**src/rtl/game_pkg.sv**
```systemverilog
// Shared game definitions: screen geometry, coordinate width, slot state
// encoding and small helpers used by the obstacle logic.
package game_pkg;

  localparam int unsigned SCREEN_W = 640;
  localparam int unsigned SCREEN_H = 480;
  localparam int unsigned COORD_W  = 10;

  // Galois feedback mask for x^16+x^14+x^13+x^11+1 (right-shifting form).
  localparam logic [15:0] LFSR_TAPS = 16'hB400;

  typedef enum logic [1:0] {
    SLOT_IDLE   = 2'd0,
    SLOT_MOVING = 2'd1,
    SLOT_HIT    = 2'd2
  } slot_state_t;

  // Number of set bits in an 8-bit vector.
  function automatic logic [3:0] popcount8(input logic [7:0] v);
    logic [3:0] n;
    n = '0;
    for (int unsigned i = 0; i < 8; i++) begin
      n = n + 4'(v[i]);
    end
    return n;
  endfunction

endpackage

```
**src/rtl/obstacle_slot.sv**
```systemverilog
// One obstacle slot: IDLE/MOVING/HIT state machine, position, vertical
// direction and hit hold timer.
// Ports:
//   clk, rst        clock, asynchronous active-high reset
//   tick_i          game tick (already gated by pause)
//   spawn_i         load spawn position and start moving (only when IDLE)
//   spawn_y_i       Y coordinate for a spawn
//   collision_i     collision flag from the detector
//   state_o         current slot state
//   active_o/hit_o  registered MOVING-or-HIT / HIT flags
//   x_o, y_o        registered position
//   enter_hit_c     combinational: slot enters HIT on this tick
module obstacle_slot
  import game_pkg::*;
#(
  parameter logic [COORD_W-1:0] OBS_WIDTH        = 10'd30,
  parameter logic [COORD_W-1:0] X_SPEED          = 10'd5,
  parameter logic [COORD_W-1:0] Y_INITIAL_OFFSET = 10'd50,
  parameter logic [COORD_W-1:0] Y_AMPLITUDE      = 10'd60,
  parameter int unsigned        HIT_HOLD         = 8
) (
  input  logic               clk,
  input  logic               rst,
  input  logic               tick_i,
  input  logic               spawn_i,
  input  logic [COORD_W-1:0] spawn_y_i,
  input  logic               collision_i,
  output slot_state_t        state_o,
  output logic               active_o,
  output logic               hit_o,
  output logic [COORD_W-1:0] x_o,
  output logic [COORD_W-1:0] y_o,
  output logic               enter_hit_c
);

  localparam int unsigned        HOLD_W    = (HIT_HOLD > 1) ? $clog2(HIT_HOLD) : 1;
  localparam logic [HOLD_W-1:0]  HOLD_LAST = HOLD_W'(HIT_HOLD - 1);
  localparam logic [COORD_W-1:0] SPAWN_X   = COORD_W'(SCREEN_W) - OBS_WIDTH;
  localparam logic [COORD_W-1:0] Y_TOP     = Y_INITIAL_OFFSET;
  localparam logic [COORD_W-1:0] Y_BOT     = Y_INITIAL_OFFSET + Y_AMPLITUDE;

  slot_state_t        state_q, state_d;
  logic [COORD_W-1:0] x_q, x_d;
  logic [COORD_W-1:0] y_q, y_d;
  logic               dir_q, dir_d;     // 1 = down (y increasing)
  logic [HOLD_W-1:0]  hold_q, hold_d;
  logic               active_q, active_d;
  logic               hit_q, hit_d;

  // State register.
  always_ff @(posedge clk or posedge rst) begin
    if (rst) begin
      state_q  <= SLOT_IDLE;
      x_q      <= '0;
      y_q      <= '0;
      dir_q    <= 1'b1;
      hold_q   <= '0;
      active_q <= 1'b0;
      hit_q    <= 1'b0;
    end else begin
      state_q  <= state_d;
      x_q      <= x_d;
      y_q      <= y_d;
      dir_q    <= dir_d;
      hold_q   <= hold_d;
      active_q <= active_d;
      hit_q    <= hit_d;
    end
  end

  // Next-state, motion and hold timer.
  always_comb begin
    state_d     = state_q;
    x_d         = x_q;
    y_d         = y_q;
    dir_d       = dir_q;
    hold_d      = hold_q;
    enter_hit_c = 1'b0;

    case (state_q)
      SLOT_IDLE: begin
        if (spawn_i) begin
          state_d = SLOT_MOVING;
          x_d     = SPAWN_X;
          y_d     = spawn_y_i;
          dir_d   = 1'b1;
        end
      end

      SLOT_MOVING: begin
        if (tick_i) begin
          // Collision wins over a simultaneous left-edge exit.
          if (collision_i) begin
            state_d     = SLOT_HIT;
            hold_d      = '0;
            enter_hit_c = 1'b1;
          end else if (x_q < X_SPEED) begin
            state_d = SLOT_IDLE;
            x_d     = '0;
            y_d     = '0;
            dir_d   = 1'b1;
          end else begin
            x_d = x_q - X_SPEED;
            // At a band edge the reversed step is applied on this same tick.
            if (dir_q) begin
              if (y_q >= Y_BOT) begin
                dir_d = 1'b0;
                y_d   = y_q - COORD_W'(1);
              end else begin
                y_d = y_q + COORD_W'(1);
              end
            end else begin
              if (y_q <= Y_TOP) begin
                dir_d = 1'b1;
                y_d   = y_q + COORD_W'(1);
              end else begin
                y_d = y_q - COORD_W'(1);
              end
            end
          end
        end
      end

      SLOT_HIT: begin
        if (tick_i) begin
          if (hold_q == HOLD_LAST) begin
            state_d = SLOT_IDLE;
            hold_d  = '0;
            x_d     = '0;
            y_d     = '0;
            dir_d   = 1'b1;
          end else begin
            hold_d = hold_q + HOLD_W'(1);
          end
        end
      end

      default: begin
        state_d = SLOT_IDLE;
      end
    endcase

    active_d = (state_d != SLOT_IDLE);
    hit_d    = (state_d == SLOT_HIT);
  end

  assign state_o  = state_q;
  assign active_o = active_q;
  assign hit_o    = hit_q;
  assign x_o      = x_q;
  assign y_o      = y_q;

endmodule

```
**src/rtl/obstacle_array_control.sv**
```systemverilog
// Obstacle array controller: spawn timing, random spawn height, slot
// arbitration and hit accounting around NUM_OBS obstacle_slot instances.
// Ports:
//   clk, rst       clock, asynchronous active-high reset
//   game_en        one-clk game tick strobe
//   pause          suppresses game ticks while high
//   collision_vec  per-slot collision flags
//   obs_active     slot is MOVING or HIT
//   obs_hit        slot is HIT
//   obs_x, obs_y   packed 10-bit positions, slot i at [10i+9:10i]
//   hit_pulse      one-clk strobe after a tick where any slot entered HIT
//   hit_count      saturating cumulative hit count
module obstacle_array_control
  import game_pkg::*;
#(
  parameter int unsigned        NUM_OBS          = 4,
  parameter logic [COORD_W-1:0] OBS_WIDTH        = 10'd30,
  parameter logic [COORD_W-1:0] X_SPEED          = 10'd5,
  parameter logic [COORD_W-1:0] Y_INITIAL_OFFSET = 10'd50,
  parameter logic [COORD_W-1:0] Y_AMPLITUDE      = 10'd60,
  parameter int unsigned        Y_RANGE_LOG2     = 6,
  parameter int unsigned        SPAWN_INTERVAL   = 64,
  parameter int unsigned        HIT_HOLD         = 8,
  parameter logic [15:0]        LFSR_SEED        = 16'hACE1
) (
  input  logic                         clk,
  input  logic                         rst,
  input  logic                         game_en,
  input  logic                         pause,
  input  logic [NUM_OBS-1:0]           collision_vec,
  output logic [NUM_OBS-1:0]           obs_active,
  output logic [NUM_OBS-1:0]           obs_hit,
  output logic [NUM_OBS*COORD_W-1:0]   obs_x,
  output logic [NUM_OBS*COORD_W-1:0]   obs_y,
  output logic                         hit_pulse,
  output logic [7:0]                   hit_count
);

  localparam int unsigned        CNT_W    = (SPAWN_INTERVAL > 1) ? $clog2(SPAWN_INTERVAL) : 1;
  localparam logic [CNT_W-1:0]   CNT_LAST = CNT_W'(SPAWN_INTERVAL - 1);
  localparam logic [COORD_W-1:0] Y_BOT    = Y_INITIAL_OFFSET + Y_AMPLITUDE;

  logic               tick_c;
  logic [CNT_W-1:0]   cnt_q, cnt_d;
  logic [15:0]        lfsr_q, lfsr_d;
  logic               hit_pulse_q, hit_pulse_d;
  logic [7:0]         hit_count_q, hit_count_d;

  logic               spawn_attempt_c;
  logic               found_c;
  logic [NUM_OBS-1:0] spawn_vec_c;
  logic [NUM_OBS-1:0] enter_vec_c;
  logic [COORD_W-1:0] y_sum_c;
  logic [COORD_W-1:0] spawn_y_c;
  logic [8:0]         count_sum_c;
  slot_state_t        slot_state [NUM_OBS];

  assign tick_c = game_en & ~pause;

  // Controller registers.
  always_ff @(posedge clk or posedge rst) begin
    if (rst) begin
      cnt_q       <= '0;
      lfsr_q      <= LFSR_SEED;
      hit_pulse_q <= 1'b0;
      hit_count_q <= '0;
    end else begin
      cnt_q       <= cnt_d;
      lfsr_q      <= lfsr_d;
      hit_pulse_q <= hit_pulse_d;
      hit_count_q <= hit_count_d;
    end
  end

  // Spawn counter and LFSR advance only on ticks.
  always_comb begin
    cnt_d           = cnt_q;
    lfsr_d          = lfsr_q;
    spawn_attempt_c = 1'b0;
    if (tick_c) begin
      lfsr_d = {1'b0, lfsr_q[15:1]} ^ (lfsr_q[0] ? LFSR_TAPS : 16'h0000);
      if (cnt_q == CNT_LAST) begin
        cnt_d           = '0;
        spawn_attempt_c = 1'b1;
      end else begin
        cnt_d = cnt_q + CNT_W'(1);
      end
    end
  end

  // Lowest-index IDLE slot in the pre-tick state takes the spawn; none means drop.
  always_comb begin
    spawn_vec_c = '0;
    found_c     = 1'b0;
    for (int unsigned i = 0; i < NUM_OBS; i++) begin
      if (!found_c && slot_state[i] == SLOT_IDLE) begin
        spawn_vec_c[i] = spawn_attempt_c;
        found_c        = 1'b1;
      end
    end
  end

  // Spawn height from the current LFSR value, clamped to the band bottom.
  always_comb begin
    y_sum_c   = Y_INITIAL_OFFSET + COORD_W'(lfsr_q[Y_RANGE_LOG2-1:0]);
    spawn_y_c = (y_sum_c > Y_BOT) ? Y_BOT : y_sum_c;
  end

  // Hit strobe and saturating hit counter.
  always_comb begin
    count_sum_c = 9'(hit_count_q) + 9'(popcount8(8'(enter_vec_c)));
    hit_count_d = count_sum_c[8] ? 8'hFF : count_sum_c[7:0];
    hit_pulse_d = |enter_vec_c;
  end

  for (genvar i = 0; i < NUM_OBS; i++) begin : g_slot
    obstacle_slot #(
      .OBS_WIDTH        (OBS_WIDTH),
      .X_SPEED          (X_SPEED),
      .Y_INITIAL_OFFSET (Y_INITIAL_OFFSET),
      .Y_AMPLITUDE      (Y_AMPLITUDE),
      .HIT_HOLD         (HIT_HOLD)
    ) u_slot (
      .clk         (clk),
      .rst         (rst),
      .tick_i      (tick_c),
      .spawn_i     (spawn_vec_c[i]),
      .spawn_y_i   (spawn_y_c),
      .collision_i (collision_vec[i]),
      .state_o     (slot_state[i]),
      .active_o    (obs_active[i]),
      .hit_o       (obs_hit[i]),
      .x_o         (obs_x[COORD_W*i +: COORD_W]),
      .y_o         (obs_y[COORD_W*i +: COORD_W]),
      .enter_hit_c (enter_vec_c[i])
    );
  end

  assign hit_pulse = hit_pulse_q;
  assign hit_count = hit_count_q;

endmodule

```
**config.mk**
```make
export PLATFORM = sky130hd
export DESIGN_NAME = obstacle_array_control
export DESIGN_NICKNAME = d
export VERILOG_FILES = /design/src/rtl/game_pkg.sv /design/src/rtl/obstacle_slot.sv /design/src/rtl/obstacle_array_control.sv
export SDC_FILE = /design/constraint.sdc
export NUM_CORES = 1
export LEC_CHECK = 0
export BUFFER_PORTS_ARGS = -buffer_cell sky130_fd_sc_hd__buf_2
export CORE_MARGIN = 2
export CORE_UTILIZATION = 35
export DETAILED_ROUTE_END_ITERATION = 8
export PLACE_DENSITY_LB_ADDON = 0.15
export SYNTH_ARGS = -nofsm -noshare
export SYNTH_HDL_FRONTEND = slang
export SYNTH_SLANG_ARGS = --single-unit
export TNS_END_PERCENT = 30
```
**constraint.sdc**
```tcl
create_clock -name clk -period 14.5 [get_ports clk]
set_input_delay 2.9 -clock clk [delete_from_list [all_inputs] [get_ports clk]]
set_output_delay 2.9 -clock clk [all_outputs]
set_load 0.02 [all_outputs]
```
## Word-level counts from Yosys, hierarchy flattened

Index checks and enable logic that the tools add are counted.

| operators by class | value |
|---|---|
| $add $sub $neg | 22 |
| $mul | 0 |
| divide/modulo/power cells | 0 |
| magnitude comparators | 13 |
| equality and inequality tests | 41 |
| shifts and indexed selects | 0 |
| multiplexer cells | 173 |
| bitwise logic cells | 3 |
| reductions and logical operators | 31 |

Operator list:

| kind | count |
|---|---|
| 10-bit two-way mux | 52 |
| 10-bit one-hot mux with 3 select lines | 8 |
| 1-bit two-way mux | 57 |
| 2-bit two-way mux | 24 |
| 3-bit two-way mux | 16 |
| 10-bit by 1-bit adder with 10-bit output (second input constant) | 4 |
| 10-bit by 7-bit greater-or-equal comparator with 1-bit output (second input constant) | 4 |
| 10-bit by 6-bit <= comparator with 1-bit output (second input constant) | 4 |
| 10-bit by 3-bit less-than comparator with 1-bit output (second input constant) | 4 |
| 10-bit by 1-bit subtractor with 10-bit output (second input constant) | 4 |
| 10-bit by 3-bit subtractor with 10-bit output (second input constant) | 4 |
| 2-bit inequality test (second input constant) | 14 |
| 2-bit one-hot mux with 3 select lines | 4 |
| 3-bit one-hot mux with 2 select lines | 4 |
| 6-bit AND reduction | 4 |
| 2-bit by 1-bit inequality test with 1-bit output (second input constant) | 10 |
| 2-bit == test (second input constant) | 8 |
| 16-bit two-way mux | 1 |
| 4-bit AND reduction | 4 |
| 2-bit nonzero test | 8 |
| 15-bit by 16-bit XOR with 16-bit output | 1 |
| 3-bit by 1-bit adder with 3-bit output (second input constant) | 4 |
| 3-bit == test (second input constant) | 4 |
| 1-bit one-hot mux with 3 select lines | 4 |
| 19 further kinds | 32 |

| word-level totals | value |
|---|---|
| flip-flop bits (word level) | 143 |
| bits in latches | 0 |
| memory bits (writable) | 0 |
| bits in read-only memories | 0 |
| output and inout bits | 97 |
| logic and storage cells | 315 |
| memories kept | 0 |

## Logic depth before layout (Yosys ltp)

| depth | value |
|---|---|
| word-level depth | 14 |
| gate-level depth with buffers | 12 |
| mapped depth without buffers | 11 |

## Cells and area by module

From an unflattened synthesis, not the netlist that was laid out.

| second synthesis, totals | value |
|---|---|
| cells, all modules | 1078 |
| area total of the unflattened synthesis | 9564.2 µm² |

By module, submodules not included:

| module | instances | cells an instance | area an instance (µm²) | sequential area each (µm²) |
|---|---|---|---|---|
| obstacle_slot at g_slot[2].u_slot | 1 | 224 | 1991.9 | 701.9 |
| obstacle_slot at g_slot[1].u_slot | 1 | 220 | 1988.2 | 701.9 |
| obstacle_slot at g_slot[0].u_slot | 1 | 228 | 1963.1 | 701.9 |
| obstacle_slot at g_slot[3].u_slot | 1 | 223 | 1915.6 | 701.9 |
| obstacle_array_control | 1 | 183 | 1705.4 | 785.8 |

## Worst setup path before layout

OpenSTA, ideal clock, no wires.

| timing | value |
|---|---|
| kind | input-to-reg |
| from | input game_en |
| to | register hit_count_q[7] (netlist: hit_count[7]) |
| library setup time | 0.125 ns |
| arrival time | 5.150 ns |
| data required time | 14.375 ns |
| slack | 9.225 ns |
| stages on the path | 11 |
| cell sequence | nor2b_1 > clkbuf_1 > and2_1 > nand2_1 > fa_1 > fa_1 > inv_1 > fa_1 > and2_1 > nand2b_1 > mux2_2 |

| on the way | value |
|---|---|
| longest elaborated chain between the ends | 8 |
| elaborated cells between the ends (all ways) | 14 |

Ends and longest elaborated chain:

| what | RTL line | source |
|---|---|---|
| start: declaration | obstacle_array_control.sv:28 | `input logic game_en,` |
| 1-bit bitwise AND (*) | obstacle_array_control.sv:58 | `assign tick_c = game_en & ~pause;` |
| 1-bit two-way mux | obstacle_slot.sv:91 | `if (tick_i) begin` |
| 1-bit two-way mux | obstacle_slot.sv:80 | `case (state_q)` |
| 1-bit by 1-bit adder with 2-bit output | game_pkg.sv:23 | `n = n + 4'(v[i]);` |
| 2-bit by 1-bit adder with 3-bit output | game_pkg.sv:23 |  |
| 3-bit by 1-bit adder with 4-bit output (*) | game_pkg.sv:23 |  |
| 8-bit by 4-bit adder with 9-bit output (*) | obstacle_array_control.sv:111 | `count_sum_c = 9'(hit_count_q) + 9'(popcount8(8'(enter_vec_c)));` |
| 8-bit two-way mux (*) | obstacle_array_control.sv:112 | `hit_count_d = count_sum_c[8] ? 8'hFF : count_sum_c[7:0];` |
| named net hit_count_d[7] | obstacle_array_control.sv:47 | `logic [7:0] hit_count_q, hit_count_d;` |
| end signal: assignment | obstacle_array_control.sv:71 | `hit_count_q <= hit_count_d;` |
| end: declaration | obstacle_array_control.sv:47 |  |

Mark *: on every way through the listed nets, which the timed path passes. The rest lies on a longest branch.
A chain may end at the register's enable or synchronous reset.

## Worst setup path after layout

Ends and elaborated chain as after synthesis.

==> metrics.txt <==
Hold Path Origin lfsr_q[6]$_DFFE_PP1N_; top post-synthesis cells by area dfrtp_1, ha_1, o21ai_0; skew final 0.0120 ns; critical-path maximum fanout 26; Worst path slowest cell fa_1; Syn Inst Count 1022; R2R depth 10; R2R Path End hit_count[7]$_DFF_PP0_; Rows 58; Worst Tran Pin Value 0.843 ns; RSZ-0062 raised after global routing no; final std cells w/o fill 1445; Final ANT Viol Nets 0; Avg Inst Size Synth 8.71 µm²; DRC viols 0; Die Y 164 µm; drt total wl 23500 µm; Synth area leader dfrtp_1; final count of hold timing violations 0; Critical Path, Cell by Cell buf_2, nor2b_2, buf_4, and2_1, nand2_1, fa_1, fa_1, inv_1, fa_1, and2_1, nand2b_1, mux2_2; die area 0.0267 mm²; Syn Nets 1077; first-pass GRT wire length 38800 µm; post-DP HPWL 16500 µm; clk sinks 143; htree depth 4; post-synth top area share 36.8%; hold_buf cts 0; asr flop ratio synth 100%; area grow syn2layout 15.6%; Synth Warn # 0; TritonRoute pass-1 iters 5; CTS tree done; vias in the first global route 7243; cts bufs inserted 17; Slew Limit Fails 0; EDFF count, synth 0; top_reg_cell synth dfrtp_1; min Tclk post-route 5.29 ns; GRT Overall Usage 18.1%; Hold EP lfsr_q[5]$_DFFE_PP1N_; Vias/cell 5.35; Root Buffer clkbuf_16; Top Ports 105; Peak VDD IR 0.0000548 V; Placer Congestion 0.803; clk buf depth 2; Peak Freq 189 MHz; Post-layout nets 1157; FF-to-FF Start g_slot[0].u_slot.state_o[1]$_DFF_PP0_; CP endpoint kind flop; Post-CTS Resized 0; initial antenna violation count 0; Inst Count DP 1413; Setup Viol. Count Final 0; diode count 0; Core Region 0.0251 mm²; Final period util 36.5%; Synth cell types 80; status finished clean; Worst setup SP type primary input; worst min path class reg -> reg; Starting Density 35.5%; most numerous cell on the critical path fa_1; Critical Path RT 14.81 ns; Crit Path Class in -> reg; Fin Hold WS 0.452 ns; slowest stage delay, CP 0.55 ns; FF+latch count, synth 143; pin count of the biggest net entering global routing 82; Pleak 4.63 nW; Worst-path clk slew 0.06 ns; via count 7731; PD cells 121 mW/mm²; PortBufs 104; post-synthesis sequential area ratio 40.3%; FF-to-FF setup slack 11.43 ns; fraction of layout cells with a size suffix above 1 17.0%; width of the chip 164 µm; crit path DAT 5.60 ns; Mapped Area 0.00891 mm²; routed len/inst 16.2 µm; total setup buffers inserted after CTS 0; synth cell count leaders dfrtp_1, nand2_1, o21ai_0, nor2_1, inv_1; WHS Path Cells 2; Worst-Skew Late Latency 0.43 ns; Iteration-0 DRC Markers 569; worst rel slew slack 43.8%; total global routing overflow 0; setup TNS 0 ns; max-cap violation count 0
-- critical path: cells and delay by family --
family,cells,cell delay (ns)
multiplexers,1,0.25
AND/OR/NAND/NOR,5,0.83
buffers and inverters,3,0.46
adder cells (fa/ha/maj),3,1.13
-- how the worst max path moves through the flow --
| stage | from | endpoint | cells after the start |
|---|---|---|---|
| after global routing | game_en | hit_count[2]$_DFF_PP0_ | 12 |
| after floorplan | rst | cnt_q[0]$_DFFE_PP0N_ | 1 |
| after global placement | game_en | hit_count[7]$_DFF_PP0_ | 12 |
| after detailed placement | game_en | hit_count[7]$_DFF_PP0_ | 12 |
| after CTS | game_en | hit_count[7]$_DFF_PP0_ | 12 |
| final | game_en | hit_count[7]$_DFF_PP0_ | 12 |
-- placed cells by master (no fill, tap or decap), types with 5 or more instances in the layout --
master,Yosys,routed
nand4_1,17,17
or4_1,11,11
a22o_1,6,6
nand3_1,29,29
buf_2,10,104
dfstp_2,12,12
nor2_1,64,64
o211ai_1,11,11
nor2b_1,9,8
a21o_1,11,11
o21ai_0,109,109
o31ai_1,16,16
ha_1,44,44
o22ai_1,9,9
a31oi_1,17,17
inv_1,60,59
dfrtp_1,131,131
nand2_1,131,131
xnor2_1,10,10
buf_4,9,13
mux2i_1,18,18
a2bb2oi_1,6,6
o32a_1,7,7
clkbuf_16,0,17
nand2b_1,20,20
and2_1,10,10
clkinvlp_4,0,5
nand3b_1,6,6
or3_1,8,8
nor3_1,44,44
a21oi_1,53,53
-- kinds of logic after synthesis --
group,count (synthesis),share of synthesized area [%]
simple gates,376,21.3
compound gates,305,22.1
flops,143,40.3
buf+inv,116,5.51
fa+ha+maj,47,6.86
mux,22,2.53
xor+xnor,13,1.28
-- per-layer routing --
layer	part of all wire, %	vias to the layer above	wire (µm)	GRT usage (%)
met5	0	-	0	0
met3	3.7	14	857	2.77
met4	1.3	0	298	5.06
li1	-	3861	-	-
met2	45	144	10600	28.2
met1	50	3712	11700	26.1
-- flip-flops by register name, summed over array words and instances (netlist names) --
name / count
g_slot.u_slot.hit_o: 4
g_slot.u_slot.x_o: 40
g_slot.u_slot.y_o: 40
lfsr_q: 16
cnt_q: 6
g_slot.u_slot.dir_q: 4
g_slot.u_slot.active_o: 4
g_slot.u_slot.state_o: 8
hit_count: 8
hit_pulse: 1
g_slot.u_slot.hold_q: 12
-- cell type report --
class | count | area, µm²
Fill cell | 2588 | 14800
Multi-Input combinational cell | 763 | 4820
Sequential cell | 143 | 3590
Timing Repair Buffer | 117 | 618
Clock buffer | 20 | 457
Tap cell | 330 | 413
Inverter | 60 | 230
Clock inverter | 12 | 159
-- power by group --
part / switching (mW) / internal [mW] / total (mW)
Combinational: 0.173 / 0.110 / 0.283
Sequential: 0.0590 / 0.446 / 0.505
Clock: 0.178 / 0.281 / 0.459
Total: 0.410 / 0.837 / 1.25
-- metrics by stage --
stage	power, mW	setup WS (ns)	utilization, %	cell area [µm²]
floorplan	0.705	7.78	-	8910
global placement	0.796	8.83	38.5	9680
detailed placement	0.799	8.74	38.5	9680
finish	1.25	9.21	41.0	10300
global route	1.32	9.01	41.0	10300
CTS	1.26	9.19	41.0	10300
Power figures use the tool's default switching activity.
